==> config.mk <==
export PLATFORM = sky130hd
export DESIGN_NAME = pipe_ctrl
export DESIGN_NICKNAME = d
export VERILOG_FILES = /design/src/rtl/pipe_ctrl_pkg.sv /design/src/rtl/pipe_ctrl_hazard_detect.sv /design/src/rtl/pipe_ctrl.sv
export SDC_FILE = /design/constraint.sdc
export NUM_CORES = 1
export LEC_CHECK = 0
export ABC_AREA = 1
export CAP_MARGIN = 20
export CORE_ASPECT_RATIO = 0.7
export CORE_UTILIZATION = 45
export DETAILED_ROUTE_END_ITERATION = 8
export PLACE_DENSITY = 0.79
export REMOVE_ABC_BUFFERS = 1
export SLEW_MARGIN = 20
export SYNTH_ARGS = -nofsm -noshare
export SYNTH_HDL_FRONTEND = slang
export SYNTH_SLANG_ARGS = --single-unit
==> constraint.sdc <==
create_clock -name clk -period 2.2 [get_ports clk]
set_input_delay 0.44 -clock clk [delete_from_list [all_inputs] [get_ports clk]]
set_output_delay 0.44 -clock clk [all_outputs]
set_load 0.005 [all_outputs]
==> src/rtl/pipe_ctrl_pkg.sv <==
// -----------------------------------------------------------------------------
// pipe_ctrl_pkg
// Shared definitions for the pipeline hazard controller:
//   - state_e       : controller FSM state encoding (RUN / MEMWAIT / FAULT)
//   - FWD_RF/W/M    : ALU operand source select codes
//   - TIMEOUT_DEF   : default maximum number of MEMWAIT cycles
//   - fwd_select()  : forwarding priority rule shared by both ALU operands
// -----------------------------------------------------------------------------
package pipe_ctrl_pkg;

    typedef enum logic [1:0] {
        ST_RUN     = 2'b00,
        ST_MEMWAIT = 2'b01,
        ST_FAULT   = 2'b10
    } state_e;

    localparam logic [1:0] FWD_RF = 2'b00;
    localparam logic [1:0] FWD_W  = 2'b01;
    localparam logic [1:0] FWD_M  = 2'b10;

    localparam int TIMEOUT_DEF = 255;

    // The wait counter is 16 bits wide, so TIMEOUT must stay below 65536.
    localparam int WAIT_CNT_W  = 16;
    localparam int STALL_CNT_W = 16;

    // Register 0 is hard-wired to zero and is never a forwarding/hazard source.
    localparam logic [4:0] REG_ZERO = 5'd0;

    // The youngest writer (MEM) wins over the older one (WB).
    function automatic logic [1:0] fwd_select(
        input logic [4:0] src,
        input logic       regwr_m,
        input logic [4:0] wreg_m,
        input logic       regwr_w,
        input logic [4:0] wreg_w
    );
        logic [1:0] sel;
        if (regwr_m && (wreg_m != REG_ZERO) && (wreg_m == src)) begin
            sel = FWD_M;
        end else if (regwr_w && (wreg_w != REG_ZERO) && (wreg_w == src)) begin
            sel = FWD_W;
        end else begin
            sel = FWD_RF;
        end
        return sel;
    endfunction

endpackage

==> src/rtl/pipe_ctrl_hazard_detect.sv <==
// -----------------------------------------------------------------------------
// hazard_detect
// Purely combinational register-dependency checks for the pipeline.
// Ports:
//   rs_d_i, rt_d_i, use_rt_d_i        : decode-stage sources (Rt only if used)
//   rs_e_i, rt_e_i                    : execute-stage sources
//   regwr_e_i, memtoreg_e_i, wreg_e_i : execute-stage writer (load if memtoreg)
//   regwr_m_i, wreg_m_i               : memory-stage writer
//   regwr_w_i, wreg_w_i               : writeback-stage writer
//   load_use_o                        : decode needs a value still being loaded
//   fwd_a_o, fwd_b_o                  : ALU operand source selects (Rs / Rt)
// -----------------------------------------------------------------------------
module hazard_detect
    import pipe_ctrl_pkg::*;
(
    input  logic [4:0] rs_d_i,
    input  logic [4:0] rt_d_i,
    input  logic       use_rt_d_i,
    input  logic [4:0] rs_e_i,
    input  logic [4:0] rt_e_i,
    input  logic       regwr_e_i,
    input  logic       memtoreg_e_i,
    input  logic [4:0] wreg_e_i,
    input  logic       regwr_m_i,
    input  logic [4:0] wreg_m_i,
    input  logic       regwr_w_i,
    input  logic [4:0] wreg_w_i,
    output logic       load_use_o,
    output logic [1:0] fwd_a_o,
    output logic [1:0] fwd_b_o
);

    logic rs_match_s;
    logic rt_match_s;

    // Load-use: a load in EX writes a register the decode instruction reads.
    always_comb begin
        rs_match_s = (wreg_e_i == rs_d_i);
        rt_match_s = use_rt_d_i && (wreg_e_i == rt_d_i);
        if (memtoreg_e_i && regwr_e_i && (wreg_e_i != REG_ZERO) &&
            (rs_match_s || rt_match_s)) begin
            load_use_o = 1'b1;
        end else begin
            load_use_o = 1'b0;
        end
    end

    // Operand forwarding selects for both ALU inputs.
    always_comb begin
        fwd_a_o = fwd_select(rs_e_i, regwr_m_i, wreg_m_i, regwr_w_i, wreg_w_i);
        fwd_b_o = fwd_select(rt_e_i, regwr_m_i, wreg_m_i, regwr_w_i, wreg_w_i);
    end

endmodule

==> src/rtl/pipe_ctrl.sv <==
// -----------------------------------------------------------------------------
// pipe_ctrl
// Stall / flush / forwarding controller for a 5-stage pipeline.
// Ports:
//   clk, rst                      : clock, asynchronous active-high reset
//   Rs_D, Rt_D, UseRt_D           : decode-stage sources
//   Rs_E, Rt_E                    : execute-stage sources
//   RegWr_E, MemtoReg_E, WriteReg_E : execute-stage writer
//   RegWr_M, WriteReg_M           : memory-stage writer
//   RegWr_W, WriteReg_W           : writeback-stage writer
//   br_taken_M                    : branch/jump resolved taken in MEM
//   mem_req_M, mem_ack            : data-memory access and its completion
//   stall_F/D/E/M                 : hold PC, IF_ID, ID_EX, EX_MEM
//   flush_D/E/M/W                 : bubble into IF_ID, ID_EX, EX_MEM, MEM_WB
//   fwdA_E, fwdB_E                : ALU operand source selects
//   fault                         : sticky memory timeout
//   stall_cycles                  : saturating count of cycles with stall_F
// Stall/flush outputs depend on the current-cycle mem_ack/br_taken_M, so they
// are decoded combinationally from the registered state.
// -----------------------------------------------------------------------------
module pipe_ctrl
    import pipe_ctrl_pkg::*;
#(
    parameter int TIMEOUT = TIMEOUT_DEF
) (
    input  logic                   clk,
    input  logic                   rst,
    input  logic [4:0]             Rs_D,
    input  logic [4:0]             Rt_D,
    input  logic                   UseRt_D,
    input  logic [4:0]             Rs_E,
    input  logic [4:0]             Rt_E,
    input  logic                   RegWr_E,
    input  logic                   MemtoReg_E,
    input  logic [4:0]             WriteReg_E,
    input  logic                   RegWr_M,
    input  logic [4:0]             WriteReg_M,
    input  logic                   RegWr_W,
    input  logic [4:0]             WriteReg_W,
    input  logic                   br_taken_M,
    input  logic                   mem_req_M,
    input  logic                   mem_ack,
    output logic                   stall_F,
    output logic                   stall_D,
    output logic                   stall_E,
    output logic                   stall_M,
    output logic                   flush_D,
    output logic                   flush_E,
    output logic                   flush_M,
    output logic                   flush_W,
    output logic [1:0]             fwdA_E,
    output logic [1:0]             fwdB_E,
    output logic                   fault,
    output logic [STALL_CNT_W-1:0] stall_cycles
);

    localparam logic [WAIT_CNT_W-1:0]  TIMEOUT_C = WAIT_CNT_W'(TIMEOUT);
    localparam logic [STALL_CNT_W-1:0] STALL_MAX = {STALL_CNT_W{1'b1}};

    state_e                 state_q;
    logic [WAIT_CNT_W-1:0]  wait_cnt_q;
    logic                   fault_q;
    logic [STALL_CNT_W-1:0] stall_cycles_q;
    logic [STALL_CNT_W-1:0] stall_cycles_d;

    logic       load_use_s;
    logic [1:0] fwd_a_s;
    logic [1:0] fwd_b_s;
    logic       mem_hold_s;
    logic       branch_s;
    logic       lu_stall_s;
    logic       stall_f_s;

    hazard_detect u_hazard (
        .rs_d_i       (Rs_D),
        .rt_d_i       (Rt_D),
        .use_rt_d_i   (UseRt_D),
        .rs_e_i       (Rs_E),
        .rt_e_i       (Rt_E),
        .regwr_e_i    (RegWr_E),
        .memtoreg_e_i (MemtoReg_E),
        .wreg_e_i     (WriteReg_E),
        .regwr_m_i    (RegWr_M),
        .wreg_m_i     (WriteReg_M),
        .regwr_w_i    (RegWr_W),
        .wreg_w_i     (WriteReg_W),
        .load_use_o   (load_use_s),
        .fwd_a_o      (fwd_a_s),
        .fwd_b_o      (fwd_b_s)
    );

    // Memory hold: an unacknowledged access, or the terminal FAULT state.
    // The ack cycle itself is not held, so anything waiting behind the
    // memory access (e.g. a taken branch) takes effect in that cycle.
    always_comb begin
        case (state_q)
            ST_RUN: begin
                if (mem_req_M && !mem_ack) begin
                    mem_hold_s = 1'b1;
                end else begin
                    mem_hold_s = 1'b0;
                end
            end
            ST_MEMWAIT: begin
                if (!mem_ack) begin
                    mem_hold_s = 1'b1;
                end else begin
                    mem_hold_s = 1'b0;
                end
            end
            ST_FAULT: mem_hold_s = 1'b1;
            default:  mem_hold_s = 1'b1;
        endcase
    end

    // Hazard priority: memory hold > taken branch > load-use.
    always_comb begin
        if (mem_hold_s) begin
            branch_s   = 1'b0;
            lu_stall_s = 1'b0;
        end else if (br_taken_M) begin
            branch_s   = 1'b1;
            lu_stall_s = 1'b0;
        end else begin
            branch_s   = 1'b0;
            lu_stall_s = load_use_s;
        end
        stall_f_s = mem_hold_s | lu_stall_s;
    end

    // Output decode; everything is forced low while reset is asserted.
    always_comb begin
        if (rst) begin
            stall_F = 1'b0;
            stall_D = 1'b0;
            stall_E = 1'b0;
            stall_M = 1'b0;
            flush_D = 1'b0;
            flush_E = 1'b0;
            flush_M = 1'b0;
            flush_W = 1'b0;
            fwdA_E  = FWD_RF;
            fwdB_E  = FWD_RF;
        end else begin
            stall_F = stall_f_s;
            stall_D = mem_hold_s | lu_stall_s;
            stall_E = mem_hold_s;
            stall_M = mem_hold_s;
            flush_D = branch_s;
            flush_E = branch_s | lu_stall_s;
            flush_M = branch_s;
            flush_W = mem_hold_s;
            fwdA_E  = fwd_a_s;
            fwdB_E  = fwd_b_s;
        end
    end

    // Saturating stall-cycle counter next value.
    always_comb begin
        if (stall_f_s && (stall_cycles_q != STALL_MAX)) begin
            stall_cycles_d = stall_cycles_q + STALL_CNT_W'(1);
        end else begin
            stall_cycles_d = stall_cycles_q;
        end
    end

    // Controller FSM, memory wait counter, sticky fault and stall counter.
    always_ff @(posedge clk or posedge rst) begin
        if (rst) begin
            state_q        <= ST_RUN;
            wait_cnt_q     <= '0;
            fault_q        <= 1'b0;
            stall_cycles_q <= '0;
        end else begin
            stall_cycles_q <= stall_cycles_d;
            case (state_q)
                ST_RUN: begin
                    if (mem_req_M && !mem_ack) begin
                        state_q    <= ST_MEMWAIT;
                        wait_cnt_q <= '0;
                    end else begin
                        state_q    <= ST_RUN;
                    end
                end
                ST_MEMWAIT: begin
                    if (mem_ack) begin
                        state_q    <= ST_RUN;
                        wait_cnt_q <= '0;
                    end else if (wait_cnt_q == TIMEOUT_C) begin
                        // TIMEOUT+1 MEMWAIT cycles have elapsed.
                        state_q    <= ST_FAULT;
                        fault_q    <= 1'b1;
                    end else begin
                        wait_cnt_q <= wait_cnt_q + WAIT_CNT_W'(1);
                    end
                end
                ST_FAULT: begin
                    state_q <= ST_FAULT;
                    fault_q <= 1'b1;
                end
                default: begin
                    // Corrupted state encoding is treated as a fault.
                    state_q <= ST_FAULT;
                    fault_q <= 1'b1;
                end
            endcase
        end
    end

    assign fault        = fault_q;
    assign stall_cycles = stall_cycles_q;

endmodule

# == Word level (Yosys, flattened, before mapping) ==
# Index checks and enable logic that the tools add are counted.
# word_totals
reg_bits,35
inputBits,45
output_inout_bits,29
# op_classes
add_sub_neg,2
eq_ne,14
muxes,29
bitwise,3
reduce_logical,21
# ops
operator,count
16-bit two-way mux,3
"16-bit by 1-bit adder with 16-bit output, second input constant",2
16-bit case mux with 2 select lines,1
5-bit equality test,6
"16-bit by 8-bit equality test with 1-bit output, second input constant",1
1-bit two-way mux,16
"16-bit inequality test, second input constant",1
5-bit nonzero test,3
1-bit logical AND,12
2-bit two-way mux,6
"2-bit inequality test, second input constant",3
"3-bit inequality test, second input constant",2
3-bit AND reduction,2
1-bit case mux with 2 select lines,2
2-bit case mux with 2 select lines,1
"2-bit by 1-bit equality test with 1-bit output, second input constant",1
2-bit logical NOT,1
1-bit bitwise OR,2
2-bit nonzero test,1
1-bit logical NOT,1
1-bit logical OR,1
1-bit inverter,1

# == Logic depth before layout (Yosys ltp) ==
# Gate-level depths: netlist of the first run.
# logic_depth
ltp_word,9
depth_mapped,12
depth_no_buf,11

# == Cells and area by module ==
# Synthesis of the first run repeated with hierarchy kept, for this count alone.
# hier_totals
hier_cells,477
area_unflattened_um2,2929.1
# by_module_without_submodules
module,instances,cells_per_inst,area_per_inst_um2,seq_area_each_um2
pipe_ctrl,1,346,2353.5,875.8
hazard_detect,1,131,575.6,0.0

# == Least setup slack after synthesis of the first run ==
# No wires, ideal clock.
# synth_path
path_type,input-to-output
start,input rst
end,output fwdB_E[0]
arrival_time_ps,1885
required_ps,1760
path_slack_ps,-125
cell_stages,5
cell_sequence,inv_1 o21ai_0 a21oi_1 o2111ai_1 nor3b_1
# synth_via
elab_chain_cells,1
# synth_rtl
element,line,text
start: declaration,pipe_ctrl.sv:27,"input logic rst,"
2-bit two-way mux,pipe_ctrl.sv:133,if (rst) begin
end: declaration,pipe_ctrl.sv:52,"output logic [1:0] fwdB_E,"
# No other way between the ends.

# == Worst setup path after layout of the first run ==
# layout_path
start,input Rs_E[3]
end,output fwdA_E[0]
# layout_via
elab_chain_cells,5
word_cells_on_any_way,7
cone_classes,2 x eq/ne; 3 x mux; 2 x reduce/logical
# layout_rtl
element,line,text
start: declaration,pipe_ctrl.sv:31,"input logic [4:0] Rs_E,"
5-bit equality test,pipe_ctrl_pkg.sv:41,end else if (regwr_w && (wreg_w != REG_ZERO) && (wreg_w == src)) begin
1-bit logical AND,pipe_ctrl_pkg.sv:41,
1-bit two-way mux,pipe_ctrl_pkg.sv:41,
2-bit two-way mux *,pipe_ctrl_pkg.sv:39,if (regwr_m && (wreg_m != REG_ZERO) && (wreg_m == src)) begin
2-bit two-way mux *,pipe_ctrl.sv:133,
end: declaration,pipe_ctrl.sv:51,"output logic [1:0] fwdA_E,"
# Mark *: on every way between the ends. The rest lies on a longest branch, timed or not.

==> results of run 1 <==
[flip-flops by register name, summed over array words and instances, names as in the netlist]
name          cells
stall_cycles     16
fault             1
state_q           2
wait_cnt_q       16
[what timing repair did]
item,CTS,global route
hold endpoints to repair,0,0
resized for setup,55,20
pin swaps,4,12
endpoints found under the setup margin,12,7
setup buffers,1,0
[layout make-up]
type                    count  area (µm²)
inverters                  54         205
fillers                   513        1980
clock inverters             3        67.6
clock buffers               5        68.8
flip-flops and latches     35         876
repair buffers             97         893
well taps                  75        93.8
multi-input cells         318        1660
[kinds of logic after synthesis]
family,synth area share
and+or+nand+nor,0.407
DFF,0.316
xor gates and xnor gates,0.117
buffers and inverters,0.104
AOI/OAI and AO/OA,0.0465
adders and majority gates,0.00903
[cell usage in the layout (no fill, tap or decap), types with 2 or more instances in the layout]
cell type,n
dlymetal6s2s_1,9
nor3_2,2
buf_2,5
bufinv_16,2
clkbuf_8,5
xnor2_1,14
nor2_2,5
ha_1,2
nor2_4,2
a21oi_1,4
buf_4,22
o21ai_1,7
o21ai_0,6
inv_1,45
clkdlybuf4s50_1,35
xnor2_2,2
nand3_1,36
nor3_1,11
a21oi_2,2
nand2_2,5
dlygate4sd2_1,22
nand2_1,124
dfrtp_1,35
nor2_1,48
inv_2,8
nand4_1,15
xor2_1,21
nand2_4,2
nand3b_1,2
[power groups by stage]
stage	logic, µW	registers, µW	clock network, µW
final	218	645	713
after global routing	240	645	743
after CTS	217	645	714
after detailed placement	226	658	0
after global placement	221	658	0
after floorplan	80.0	658	0
[per-layer routing]
| metal | vias to the layer above | global-route usage | routed length, µm |
|---|---|---|---|
| li1 | 1503 | - | - |
| met1 | 1382 | 0.342 | 3540 |
| met2 | 110 | 0.421 | 3550 |
| met3 | 11 | 0.0439 | 494 |
| met4 | 0 | 0.0672 | 87 |
| met5 | - | 0 | 0 |
[stage by stage]
stage	total power (µW)	worst slack [ps]	hold slack, ps
finish	1580	33.4	487
global route	1630	-39.9	507
CTS	1580	7.41	483
detailed placement	884	-471	462
global placement	879	-419	451
floorplan	738	-125	465
[worst max-delay path, delay by kind of cell]
kind	cells	cell delay [ps]
buffers and inverters	2	680
and+or+nand+nor	2	300
xor gates and xnor gates	1	170
AOI/OAI and AO/OA	1	130
[how the worst max path moves through the flow]
stage | start | to | slack (ps) | cells after the start
2_1_floorplan | rst | fwdB_E[0] | -120 | 5
3_3_place_gp | WriteReg_M[0] | fwdB_E[0] | -420 | 8
3_5_place_dp | WriteReg_M[2] | fwdB_E[0] | -470 | 8
4_1_cts | WriteReg_W[2] | fwdA_E[0] | 7 | 6
5_1_grt | Rt_D[1] | flush_E | -40 | 10
6_report | Rs_E[3] | fwdA_E[0] | 30 | 6
==> reports/metrics.yaml, run 1 <==
path_clk_slew_ps: 70
cp_max_fo: 2
synth-main-ff-cell: "dfrtp_1"
ys_types: 32
grt_pass1_vias: 2862
ioPinCount: 74
synthArstFlopShare: 1.00
seq_area_frac_synth: 0.316
final_area_um2: 3860
holdCritStartpoint: "fault"
htree_levels: 2
setup_violations: 0
grt_max_degree: 36
p_leak_uw: 0.00192
hold_path.class: "flop to flop"
ir_drop_mv: 0.266
rrSetupSlack_ps: 330
grt_pass1_wl_um: 12800
vias: 3006
r2r_cells: 9
wl_um: 7660
worstPathArrival_ps: 1730
area_growth_pct: 39.4
ant_nets: 0
seqPwrFrac: 0.409
clock.fmax_mhz: 462
grtUsageTotal: 0.254
worst_slew_pin_slew_ps: 459
die_x_um: 95.8
grt_overflow: 0
die_h_um: 67.6
fin_tns_setup_ps: 0
drive_gt1_frac: 0.143
final_cells: 587
crit_path_max_incr_delay_ps: 460
pwr-share-clk: 0.452
synth_top_area_share: 0.316
clock-root-buffer: "clkbuf_8"
whs_endpoint: "fault"
dp_hpwl_um: 5820
num_rows: 23
critPathSlowestCell: "clkdlybuf4s50_1"
status: "finished, final reports clean"
cp.required_ps: 1760
yosysTopAreaCell: "dfrtp_1"
core-area_um2: 5840
intPower_uw: 1210
yosysWarnings: 0
placed_area_um2: 3700
viasPerCell: 5.12
wl_per_cell_um: 13.1
syn_area_um2: 2770
cts_max_path_buffers: 2
timing.rr.start: "wait_cnt_q[0]"
cp_cell_sequence: "clkdlybuf4s50_1 -> xor2_1 -> nor3_2 -> nand4_1 -> a21oi_2 -> clkdlybuf4s15_2"
final_hold_viol_count: 0
synthTopCellsByCount: "nand2_1 (125), nor2_1 (51), inv_1 (49), nand3_1 (36), dfrtp_1 (35)"
port_buffers: 73
dieArea_um2: 6480
antenna_found_initial: 0
synthCells: 418
slew_viol_final: 0
start_kind: "input port"
reg2reg_to: "wait_cnt_q[5]"
cts_tree: "yes"
antenna_cells: 0
ctsHoldBuffers: 0
cts_buffers: 5
yosys-top-cells-area: "dfrtp_1 (32%), nand2_1 (17%), nor2_1 (6.9%)"
clkLatencyLatePin_ps: 300
yosysMostFrequentCell: "nand2_1"
drt_iter0_drc: 197
path_class: "input port to output port"
place_congestion: 0.925
slew_headroom: 0.692
skew_ps: 7.39
layout.nets: 558
drc: 0
endpoint_kind: "output port"
drtPass1Iterations: 5
cts.sinks: 35
p_switching_uw: 364
syn_area_per_cell_um2: 6.63
final_util: 0.661
max_cap_viol_count: 0
initial_core_util: 0.474
powerDensity_nw_per_um2: 408
place_inst: 578
ys_seq_elements: 35
switching_share: 0.231
hold-path-cell-count: 1
pwr-share-comb: 0.139
finalCritPeriodShare: 0.985
synth_edf_count: 0
period_needed_ps: 2170
Power figures use the tool's default switching activity.
==> inputs of run 2 (changes only) <==
TNS_END_PERCENT = 1   (was not set)
==> reports/metrics.yaml, run 2 (same netlist as run 1, synthesis figures left out) <==
clock.fmax_mhz: 462  # about the same
crit_path_max_incr_delay_ps: 460  # about the same
path_clk_slew_ps: 70  # about the same
start_kind: "input port"
grt_overflow: 0  # unchanged
hold_path.class: "flop to flop"
critPathSlowestCell: "clkdlybuf4s50_1"
cts_buffers: 5  # unchanged
clock-root-buffer: "clkbuf_8"
clkLatencyLatePin_ps: 290  # about the same
grtUsageTotal: 0.254  # unchanged
r2r_cells: 9  # unchanged
grt_pass1_wl_um: 12800  # unchanged
ant_nets: 0  # unchanged
status: "finished, final reports clean"
wl_per_cell_um: 13.0  # -0.40%
path_class: "input port to output port"
initial_core_util: 0.474  # unchanged
powerDensity_nw_per_um2: 406  # -0.67%
layout.nets: 558  # unchanged
p_leak_uw: 0.00194  # +0.99%
drc: 0  # unchanged
pre_cts_ws_ps: -471  # unchanged
finalCritPeriodShare: 0.985  # about the same
grt_max_degree: 36  # unchanged
area_growth_pct: 40.0
die_x_um: 95.8  # unchanged
layout_common_cells: "nand2_1 (124), nor2_1 (48), inv_1 (47)"
cts.sinks: 35  # unchanged
ctsHoldBuffers: 0  # unchanged
vias: 2996  # -0.33%
cp.required_ps: 1760  # about the same
worstPathArrival_ps: 1730  # about the same
drt_iter0_drc: 206  # +4.6%
wl_um: 7630  # -0.40%
drtPass1Iterations: 5  # unchanged
endpoint_kind: "output port"
hold_ws_ps: 487  # -0.362 ps
hold-path-cell-count: 1  # unchanged
dieArea_um2: 6480  # unchanged
period_needed_ps: 2170  # +0.109 ps
worst_slack_ps: 33.3  # -0.109 ps
setup_violations: 0  # unchanged
total_power_uw: 1570  # -0.25%
skew_ps: 4.63  # -2.75 ps
num_rows: 23  # unchanged
core-area_um2: 5840  # unchanged
final_util: 0.664  # +0.00279
antenna_found_initial: 0  # unchanged
final_hold_viol_count: 0  # unchanged
place_congestion: 0.925  # unchanged
rsz0062_at_grt: "true"
port_buffers: 73  # unchanged
cts_max_path_buffers: 2  # unchanged
cp_max_fo: 2  # unchanged
slew_viol_final: 0  # unchanged
slew_headroom: 0.695  # +0.00305
worst_slew_pin_slew_ps: 454  # -4.55 ps
dp_hpwl_um: 5820  # unchanged
final_common_cell: "nand2_1"
max_cap_viol_count: 0  # unchanged
grt_pass1_vias: 2864  # +0.070%
ioPinCount: 74  # unchanged
cp_cell_sequence: "clkdlybuf4s50_1 -> xor2_1 -> nor3_2 -> nand4_1 -> a21oi_2 -> clkdlybuf4s15_2"
ir_drop_mv: 0.267  # +0.53%
antenna_cells: 0  # unchanged
drive_gt1_frac: 0.141  # -0.00195
htree_levels: 2  # unchanged
die_h_um: 67.6  # unchanged
cts_tree: "yes"
viasPerCell: 5.10  # -0.33%
[run 2: changes by cell type in the layout (fill, tap and decap cells not counted), moves of 2 or more]
cell and change:
buf_2 -2, clkdlybuf4s50_1 -2, dlymetal6s2s_1 +2, inv_1 +2, inv_2 -2
[run 2: repair_timing]
| action | CTS | global route |
|---|---|---|
| pin swaps | 3 | 9 |
| buffers inserted | 1 | 0 |
| gates resized for setup | 48 | 25 |
| endpoints found under the setup margin | 12 | 7 |
| endpoints found under the hold margin | 0 | 0 |
[run 2: final timing paths]
path / from / slack (ps) / to
max: Rs_E[3] / 30 / fwdA_E[0]
min: fault / 490 / fault
max reg2reg: wait_cnt_q[0] / 310 / wait_cnt_q[5]
min reg2reg: fault / 490 / fault
max in group asynchronous: rst / 1140 / wait_cnt_q[5]
min in group asynchronous: rst / 740 / stall_cycles[7]
[run 2: metal layers]
layer,share of wire,wire length (µm),GRT usage,vias up
li1,-,-,-,1505
met1,0.47,3570,0.342,1390
met2,0.47,3560,0.422,90
met3,0.054,410,0.0439,11
met4,0.012,89,0.0672,0
met5,0,0,0,-
[run 2: worst max-delay path, delay by kind of cell]
| kind | cells | cell delay [ps] |
|---|---|---|
| buf+inv | 2 | 680 |
| compound gates | 1 | 130 |
| simple gates | 2 | 300 |
| xor+xnor | 1 | 170 |
[run 2: final cells by class]
class,instances,area (µm²)
inverter,54,205
fill,508,1960
clock buffer,5,68.8
clock inverter,3,67.6
tap,75,93.8
multi-input combinational,318,1670
timing repair buffer,97,900
sequential,35,876
[run 2: per-stage QoR]
step / cells / setup TNS [ps] / cell area (µm²)
6_report: 587 / 0 / 3880
5_1_grt: 587 / -74.7 / 3880
4_1_cts: 587 / -15.9 / 3850
3_5_place_dp: 578 / -4240 / 3700
3_3_place_gp: 578 / -3710 / 3700
2_1_floorplan: 407 / -166 / 2690
[run 2: power by group]
part	internal [µW]	total, µW	leakage [µW]	switching, µW
logic	116	218	0.00142	102
registers	644	645	0.000462	1.62
clock network	452	710	0.0000644	258
